$ cat src/rtl/collision_monitor.sv
// Collision monitor: registered car/obstacle overlap, hit filtering, BCD score and game FSM.
// Optional lives counter and lives[2:0] output when LIVES_EN is defined.
module collision_monitor #(
  parameter int CAR_W      = 40,
  parameter int CAR_H      = 60,
  parameter int OBS_W      = 50,
  parameter int OBS_H      = 50,
  parameter int HIT_FRAMES = 2,
  parameter int LIVES_INIT = 3
) (
  input  logic        iVGA_CLK,
  input  logic        reset_game,
  input  logic        frame_tick,
  input  logic        btn_start,
  input  logic [9:0]  car_h_pos,
  input  logic [8:0]  car_v_pos,
  input  logic [9:0]  obs1_h_pos,
  input  logic [8:0]  obs1_v_pos,
  input  logic [9:0]  obs2_h_pos,
  input  logic [8:0]  obs2_v_pos,
  output logic        game_over,
  output logic        hit_flash,
  output logic        restart_req,
`ifdef LIVES_EN
  output logic [2:0]  lives,
`endif
  output logic [15:0] score_bcd
);

  typedef enum logic [1:0] {IDLE, PLAYING, GAME_OVER} state_t;

  localparam logic [10:0] CAR_W11 = 11'(CAR_W);
  localparam logic [10:0] CAR_H11 = 11'(CAR_H);
  localparam logic [10:0] OBS_W11 = 11'(OBS_W);
  localparam logic [10:0] OBS_H11 = 11'(OBS_H);
  localparam logic [3:0]  HIT_N   = 4'(HIT_FRAMES);

  state_t      state_q;
  logic        game_over_q, hit_flash_q, restart_req_q, btn_q;
  logic [15:0] score_q, score_d, score_one, score_two;
  logic [3:0]  cnt_q [2];
  logic [3:0]  cnt_d [2];
  logic [8:0]  prev_v_q [2];
  logic [9:0]  obs_h [2];
  logic [8:0]  obs_v [2];
  logic [1:0]  hit_obs, wrap;
  logic        hit, btn_rise;
`ifdef LIVES_EN
  localparam logic [2:0] LIVES_N = 3'(LIVES_INIT);
  logic [2:0]  lives_q;
  assign lives = lives_q;
`endif

  assign obs_h[0] = obs1_h_pos;
  assign obs_h[1] = obs2_h_pos;
  assign obs_v[0] = obs1_v_pos;
  assign obs_v[1] = obs2_v_pos;

  generate
    for (genvar gi = 0; gi < 2; gi++) begin : g_obs
      logic        ov_q;
      logic [10:0] oh, ov, ch, cv;
      assign oh = {1'b0, obs_h[gi]};
      assign ov = {2'b0, obs_v[gi]};
      assign ch = {1'b0, car_h_pos};
      assign cv = {2'b0, car_v_pos};
      always_ff @(posedge iVGA_CLK) begin
        if (reset_game) ov_q <= 1'b0;
        else ov_q <= (ch < oh + OBS_W11) && (oh < ch + CAR_W11) &&
                     (cv < ov + OBS_H11) && (ov < cv + CAR_H11);
      end
      assign cnt_d[gi]   = !ov_q ? 4'd0 : (cnt_q[gi] == 4'hF) ? 4'hF : cnt_q[gi] + 4'd1;
      assign hit_obs[gi] = (cnt_d[gi] == HIT_N);
      // A wrap is an obstacle jumping back toward the top of the screen
      assign wrap[gi]    = obs_v[gi] < prev_v_q[gi];
    end
  endgenerate

  function automatic logic [15:0] bcd_inc(input logic [15:0] s);
    logic [15:0] r;
    logic        carry;
    r     = s;
    carry = 1'b1;
    if (s == 16'h9999) return s;
    for (int i = 0; i < 4; i++) begin
      if (carry) begin
        if (r[4*i +: 4] == 4'd9) r[4*i +: 4] = 4'd0;
        else begin
          r[4*i +: 4] = r[4*i +: 4] + 4'd1;
          carry = 1'b0;
        end
      end
    end
    return r;
  endfunction

  assign score_one = bcd_inc(score_q);
  assign score_two = bcd_inc(score_one);
  assign hit       = |hit_obs;
  assign btn_rise  = btn_start & ~btn_q;

  always_comb begin
    score_d = score_q;
    if (&wrap) score_d = score_two;
    else if (|wrap) score_d = score_one;
  end

  always_ff @(posedge iVGA_CLK) begin
    if (reset_game) begin
      state_q       <= IDLE;
      game_over_q   <= 1'b0;
      hit_flash_q   <= 1'b0;
      restart_req_q <= 1'b0;
      score_q       <= 16'h0000;
      // Sampling the live button keeps a press held through reset from counting
      btn_q         <= btn_start;
      for (int i = 0; i < 2; i++) begin
        cnt_q[i]    <= 4'd0;
        prev_v_q[i] <= 9'd0;
      end
`ifdef LIVES_EN
      lives_q       <= LIVES_N;
`endif
    end else begin
      btn_q         <= btn_start;
      restart_req_q <= 1'b0;
      if (btn_rise && state_q != PLAYING) begin
        restart_req_q <= 1'b1;
        state_q       <= PLAYING;
        game_over_q   <= 1'b0;
        hit_flash_q   <= 1'b0;
        score_q       <= 16'h0000;
        for (int i = 0; i < 2; i++) cnt_q[i] <= 4'd0;
`ifdef LIVES_EN
        lives_q       <= LIVES_N;
`endif
      end else if (frame_tick && !restart_req_q) begin
        hit_flash_q <= 1'b0;
        for (int i = 0; i < 2; i++) prev_v_q[i] <= obs_v[i];
        if (state_q == PLAYING) begin
          for (int i = 0; i < 2; i++) cnt_q[i] <= cnt_d[i];
          if (hit) begin
            hit_flash_q <= 1'b1;
`ifdef LIVES_EN
            for (int i = 0; i < 2; i++) cnt_q[i] <= 4'd0;
            lives_q <= lives_q - 3'd1;
            if (lives_q == 3'd1) begin
              state_q     <= GAME_OVER;
              game_over_q <= 1'b1;
            end
`else
            state_q     <= GAME_OVER;
            game_over_q <= 1'b1;
`endif
          end else begin
            score_q <= score_d;
          end
        end
      end
    end
  end

  assign game_over   = game_over_q;
  assign hit_flash   = hit_flash_q;
  assign restart_req = restart_req_q;
  assign score_bcd   = score_q;

endmodule

$ cat config.mk
export PLATFORM = sky130hd
export DESIGN_NAME = collision_monitor
export DESIGN_NICKNAME = d
export VERILOG_FILES = /design/src/rtl/collision_monitor.sv
export SDC_FILE = /design/constraint.sdc
export NUM_CORES = 1
export LEC_CHECK = 0
export CAP_MARGIN = 20
export CORE_ASPECT_RATIO = 0.8
export CORE_UTILIZATION = 40
export CTS_BUF_LIST = sky130_fd_sc_hd__clkbuf_8
export DETAILED_ROUTE_END_ITERATION = 16
export SETUP_SLACK_MARGIN = 0.05
export SLEW_MARGIN = 40
export SYNTH_ARGS = -nofsm -noshare
export SYNTH_HDL_FRONTEND = slang
export SYNTH_SLANG_ARGS = --single-unit
$ cat constraint.sdc
create_clock -name iVGA_CLK -period 2.6 [get_ports iVGA_CLK]
set_clock_uncertainty 0.05 [all_clocks]
set_input_delay 0.52 -clock iVGA_CLK [delete_from_list [all_inputs] [get_ports iVGA_CLK]]
set_output_delay 0.52 -clock iVGA_CLK [all_outputs]
set_load 0.01 [all_outputs]
==> impl_results.md, run 1 <==
* R2R Setup Slk at 0.05 ns
* Achievable frequency at 0.391 GHz
* Critical path arrival at about 2.8 ns
* IO Port Bufs at 79
* CTS buffer count at 5
* # fillers at between 1000 and 1500
* Max-cap violations at 0
* Number of global-route vias before repair at 5057
* Peak supply drop at 0.236 mV
* Final instance area at 0.00752 sq mm
* Status: finished, final reports clean
* Synth Cell Area at just over 0.005 sq mm
* Finished Layout Cells at 932
* Relative slew slack at 58.7%
* Post-synth EDFFs at 26
* Ant. Diodes at 0
* GRT overflow at 0
* Crit path launch: obs2_v_pos[8]
* Final GP Congestion at 0.860
* Skew-Pair Late Insertion Delay at 0.31 ns
* Clock Tree Root: clkbuf_8
* R2R Path Start: prev_v_q[0][17]$_SDFFCE_PN0P_
* Inst Count DP at a little over 900
* DIE WIDTH at approximately 130 um
* R2R Path End: score_bcd[4]$_SDFFE_PP0P_
* Final hold viol count at 0
* WS Path Type: in -> reg
* Mean Syn Cell Area at 9.07 sq um
* Clk sink count at between 40 and 50
* Worst R2R Path Depth at 10
* Core ar. at 0.0123 sq mm
* Register Area at between 0.001 and 0.0015 sq mm
* # nets final at slightly above 900
* Hold slack at 0.436 ns
* ANT nets after route at 0
* Multi-input gate area at ~0.0041 sq mm
* IO Pins at 80
* Drt via density at 5.29
* Synth cell types at between 70 and 80
* Deepest clock path buffer count at 2
* Ys flop type: edfxtp_1
* Final min period at ~2.6 ns
* Post-synthesis sequential area ratio at around a quarter
* Worst hold path class: reg -> reg
* Hold_buf cts at 0
* Worst Path Max Fanout at 6
* Slew Limit Fails at 0
* Clk slew on worst S/H paths at 0.10 ns
* Ys async rst share at 0%
* Placed inst area at approximately 0.0070 sq mm
* Startpoint types: primary input
* CTS tree: built
* Htree depth at 2
* Detailed Place HPWL at between 10000 and 15000 um
* Share of cells above drive strength 1 at 29.3%
* Detailed Route WL at 14300 um
* Final worst path period share at 98.3%
* Cell count after synthesis at 563
* Crit path capture type: flip-flop
* Drt drc at 0
* DRT Pass-1 Iters at 6
* RSZ-0062 raised after global routing: yes
* Die height at 103 um
* Via count at ~5000
* Total track usage at about 22%
* PD cells at around 350 mW/mm^2
* Yosys reg bits at ~50
* Synth-to-Final Area Change at 47.1%
* Worst-Margin Slew at 0.618 ns
* Pin count of the biggest net entering global routing at 25
* First-pass GRT wire length at 23300 um
* Mapped Nets at 714
* Die area at 0.0132 sq mm
* Initial antenna violation count at 0
* Req. time, crit path at 2.80 ns
* Starting Density at 41.5%
* Routed length per instance at 15.3 um
* Synth warn at 0
* Initial DRC count at between 200 and 250
* CP endpoint: score_bcd[4]$_SDFFE_PP0P_
* Setup violations, final at 0
* Static leakage at 0.00324 uW
* Number of core rows at 36
-- layer usage --
layer / up-vias / global-route usage (%) / wire [um]
li1: 2515 / - / -
met1: 2304 / 28.8 / 6910
met2: 89 / 37.9 / 6640
met3: 18 / 3.01 / 472
met4: 0 / 7.24 / 241
met5: - / 0 / 0
-- logic make-up after synthesis --
| group | synth area share (%) |
|---|---|
| compound gates | 21.6 |
| xor+xnor | 6.17 |
| fa+ha+maj | 22.2 |
| buf+inv | 4.29 |
| flops | 24.3 |
| mux | 0.784 |
| simple gates | 20.6 |
-- sequential cells by signal, summed over array words and instances, names as in the netlist --
signal	cells
cnt_q	8
restart_req	1
btn_q	1
score_bcd	16
state_q	1
hit_flash	1
g_obs.ov_q	2
game_over	1
prev_v_q	18
-- Yosys cell counts, types with 15 or more instances --
cell	n	area, sq um
a21o_1	15	113
a21oi_1	44	220
and3_1	22	138
dfxtp_1	23	460
edfxtp_1	26	781
ha_1	90	1130
inv_1	41	154
nand2_1	34	128
nand2b_1	22	138
nand3_1	18	90.1
nor2_1	15	56.3
o21ai_0	20	100
xnor2_1	18	158
xor2_1	18	158
-- cell type report --
class / instances / share of cell area, %
Timing Repair Buffer: 200 / 22.9
Clock inverter: 2 / 0.483
Tap cell: 171 / 2.85
Sequential cell: 49 / 16.5
Clock buffer: 6 / 1.10
Multi-Input combinational cell: 463 / 54.1
Inverter: 41 / 2.05
-- how the worst min path moves through the flow --
stage | slack (ns) | to | depth (start not counted) | startpoint
after floorplan | 0.40 | state_q[0]$_SDFFE_PP0P_ | 2 | state_q[0]$_SDFFE_PP0P_
after global placement | 0.42 | state_q[0]$_SDFFE_PP0P_ | 2 | state_q[0]$_SDFFE_PP0P_
after detailed placement | 0.42 | state_q[0]$_SDFFE_PP0P_ | 2 | state_q[0]$_SDFFE_PP0P_
after CTS | 0.44 | state_q[0]$_SDFFE_PP0P_ | 2 | state_q[0]$_SDFFE_PP0P_
after global routing | 0.46 | hit_flash$_SDFFE_PP0P_ | 2 | hit_flash$_SDFFE_PP0P_
final | 0.44 | hit_flash$_SDFFE_PP0P_ | 2 | hit_flash$_SDFFE_PP0P_
-- worst max-delay path: stages --
cell and delay, ns:
clkdlybuf4s15_2 0.21, ha_4 0.26, a2111oi_4 0.34, o21ai_2 0.12, a41oi_4 0.28, buf_6 0.15, o22a_4 0.19, a22oi_4 0.12
or4_1 0.43, a21oi_1 0.14
-- through the flow --
step / util, % / power (uW) / setup TNS, ns / worst slack, ns
3_5_place_dp: 56.7 / 1870 / -10.64 / -0.759
5_1_grt: 61.1 / 2770 / -0.115 / -0.0356
2_1_floorplan: - / 1400 / 0 / 0.0736
4_1_cts: 59.1 / 2540 / 0 / 0.0312
3_3_place_gp: 56.7 / 1840 / -9.39 / -0.737
6_report: 61.1 / 2590 / 0 / 0.0434
-- power breakdown --
part	internal (uW)	total (uW)	switching [uW]
sequential	855	876	20.5
combinational	570	1110	543
clock	315	605	290
-- cells in the final DEF (no fill, tap or decap), types with 8 or more instances in the layout --
| cell | netlist | final |
|---|---|---|
| clkdlybuf4s50_1 | 0 | 56 |
| nor2_1 | 15 | 14 |
| nand3_1 | 18 | 14 |
| dfxtp_1 | 23 | 22 |
| o21ai_0 | 20 | 13 |
| inv_1 | 41 | 40 |
| xor2_1 | 18 | 16 |
| nand4_1 | 9 | 9 |
| edfxtp_1 | 26 | 26 |
| ha_1 | 90 | 77 |
| nand2_1 | 34 | 33 |
| buf_4 | 0 | 113 |
| nor2b_1 | 10 | 10 |
| a21oi_2 | 3 | 14 |
| xnor2_1 | 18 | 17 |
| nand2b_1 | 22 | 22 |
| and3_1 | 22 | 21 |
| a21oi_1 | 44 | 32 |
| dlygate4sd2_1 | 0 | 12 |
| a21o_1 | 15 | 14 |
| nor3_1 | 10 | 8 |
-- repair_timing --
item / in CTS / in global routing
cloned: 1 / 0
buffers inserted: 3 / 4
pin swaps: 32 / 34
setup endpoints to repair: 18 / 15
gates resized for setup: 63 / 56
(Power assumes the default switching activity.)
==> run 2, diff against run 1 <==
--- a/config.mk
+++ b/config.mk
@@ -5,7 +5,7 @@
 export SDC_FILE = /design/constraint.sdc
 export NUM_CORES = 1
 export LEC_CHECK = 0
-export CAP_MARGIN = 20
+export CAP_MARGIN = 10
 export CORE_ASPECT_RATIO = 0.8
 export CORE_UTILIZATION = 40
 export CTS_BUF_LIST = sky130_fd_sc_hd__clkbuf_8
==> results of run 2 <==
No change in the layout: final DEF, timing and power equal those of run 1.
==> run 3, diff against run 2 <==
==> constraint.sdc (replaced) <==
create_clock -name iVGA_CLK -period 2.8 [get_ports iVGA_CLK]
set_clock_uncertainty 0.05 [all_clocks]
set_input_delay 0.56 -clock iVGA_CLK [delete_from_list [all_inputs] [get_ports iVGA_CLK]]
set_output_delay 0.56 -clock iVGA_CLK [all_outputs]
set_load 0.01 [all_outputs]
==> impl_results.md, run 3 (synthesized netlist as in run 1, its figures left out) <==
* Placed inst area at 0.00674 sq mm (-3.3%)
* Routed length per instance at 15.5 um (+1.5%)
* Relative slew slack at 67.5% (+8.7 points)
* IO Pins at 80 (unchanged)
* Number of core rows at 36 (unchanged)
* Peak supply drop at 0.175 mV (-26%)
* Most frequent cells in the layout: buf_4, ha_1, clkdlybuf4s50_1, inv_1, a21oi_1
* Starting Density at 41.5% (unchanged)
* CTS tree: built
* DIE WIDTH at 128 um (unchanged)
* Clock Tree Root: clkbuf_8
* IO Port Bufs at 79 (unchanged)
* Total track usage at 22.3% (+0.19 points)
* WS Path Type: in -> reg
* Multi-input gate area at 0.00385 sq mm (-5.2%)
* Detailed Route WL at 14100 um (-1.1%)
* Pin count of the biggest net entering global routing at 21 (-16%)
* Worst path max stage delay at 0.44 ns (about the same)
* # fillers at 1130 (+7.1%)
* Final cell utilization of the core at 57.4% (-3.7 points)
* DRT Pass-1 Iters at 4 (-2)
* Number of global-route vias before repair at 4891 (-3.3%)
* # nets final at 887 (-2.6%)
* Slew Limit Fails at 0 (unchanged)
* Die area at 0.0132 sq mm (unchanged)
* Ant. Diodes at 0 (unchanged)
* Final worst path period share at 95.1%
* Req. time, crit path at 2.97 ns (+0.17 ns)
* Final GP Congestion at 0.829 (-3.6%)
* GR Util met2 at 39.2% (+1.3 points)
* Clk sink count at 49 (unchanged)
* Clk slew on worst S/H paths at 0.09 ns (about the same)
* Worst hold path depth at 2 (unchanged)
* Startpoint types: primary input
* Share of cells above drive strength 1 at 22.8% (-6.5 points)
* Die height at 103 um (unchanged)
* Final min period at 2.66 ns
* Crit path capture type: flip-flop
* Commonest non-fill, non-tap cell in the layout: buf_4
* RSZ-0062 raised after global routing: no
* Most Crowded Layer GR: met2
* Total power at 2170 uW (-16%)
* Hold_buf cts at 0 (unchanged)
* Grt met1 use at 29.2% (+0.35 points)
* Status: finished, final reports clean
* Inst Count DP at 893 (-2.5%)
* Finished Layout Cells at 908 (-2.6%)
* Htree depth at 2 (unchanged)
* GRT overflow at 0 (unchanged)
* Register Area at 0.00124 sq mm (-0.10%)
* Worst-Margin Slew at 0.487 ns (-0.130 ns)
* CP cell instances: clkdlybuf4s50_1, ha_1, o21ai_2, xor2_2, ha_1, or2_2, maj3_1, and4_1, nor4_1
* Initial antenna violation count at 0 (unchanged)
* Static leakage at 0.00306 uW (-5.5%)
* Hold slack at 0.432 ns (-0.00388 ns)
* Critical path arrival at 2.84 ns (+0.08 ns)
* Core ar. at 0.0123 sq mm (unchanged)
* Initial DRC count at 202 (-11%)
* Max-cap violations at 0 (unchanged)
* First-pass GRT wire length at 23200 um (-0.24%)
* Worst R2R Path Depth at 11 (+1)
* PD cells at 307 mW/mm^2 (-11%)
* CTS buffer count at 5 (unchanged)
* GR Layer Usage met3 at 2.75% (-0.26 points)
* Final hold viol count at 0 (unchanged)
* Max FFs per register at 18 (unchanged)
* Most frequent CP cell: ha_1
* Drt drc at 0 (unchanged)
* Achievable frequency at 0.376 GHz
* Setup violations, final at 0 (unchanged)
* Deepest clock path buffer count at 2 (unchanged)
* Worst hold path class: reg -> reg
* Via count at 4882 (-0.89%)
* Synth-to-Final Area Change at 38.2%
* Detailed Place HPWL at 11500 um (+3.7%)
* Drt via density at 5.38 (+1.7%)
* Final instance area at 0.00706 sq mm (-6.0%)
* Top reg by flops: prev_v_q
* Worst Path Max Fanout at 2 (-4)
* Slowest cell on crit path: clkdlybuf4s50_1
* ANT nets after route at 0 (unchanged)
* Skew-Pair Late Insertion Delay at 0.32 ns (about the same)
-- run 3: final cells by class --
class / count / share of cell area [%]
Timing Repair Buffer: 177 / 21.5
Multi-Input combinational cell: 462 / 54.5
Clock buffer: 5 / 0.974
Tap cell: 171 / 3.03
Inverter: 41 / 2.18
Sequential cell: 49 / 17.6
Clock inverter: 3 / 0.213
-- run 3: per-layer routing --
metal  share of wire, %  wire length, um
met5                  0                0
met2                 47             6650
met3                3.1              433
met4                1.1              159
met1                 49             6860
-- run 3: what timing repair did --
action | 4_1_cts | 5_1_grt
setup endpoints to repair | 17 | 15
gates cloned | 0 | 0
gates resized for setup | 33 | 27
setup buffers | 4 | 3
pin swaps | 17 | 11
-- run 3: metrics by stage --
stage               setup WS (ns)  TNS, ns
finish                      0.137        0
global route               0.0300        0
CTS                        0.0567        0
detailed placement         -0.619    -8.53
global placement           -0.545    -7.29
floorplan                  0.0697        0
-- run 3: final timing paths --
kind                                                     from                    endpoint  slack (ns)
worst min-delay path                   hit_flash$_SDFFE_PP0P_      hit_flash$_SDFFE_PP0P_        0.43
worst max-delay path                             car_h_pos[4]    g_obs[1].ov_q$_SDFF_PP0_        0.14
worst min register to register         hit_flash$_SDFFE_PP0P_      hit_flash$_SDFFE_PP0P_        0.43
worst max register to register  prev_v_q[0][17]$_SDFFCE_PN0P_  score_bcd[14]$_SDFFE_PP0P_        0.17
-- run 3: worst max-delay path: cells and delay by family --
kind                       cells  cell delay, ns
and+or+nand+nor                3            0.66
AOI/OAI and AO/OA              1            0.16
adders and majority gates      3            0.82
xor gates and xnor gates       1            0.19
buffers and inverters          1            0.44
-- run 3: power breakdown --
group          internal [uW]  leakage, uW  switching [uW]
registers                794     0.000466            20.6
clock network            170    0.0000467             252
logic                    474      0.00255             454
total                   1440      0.00306             727
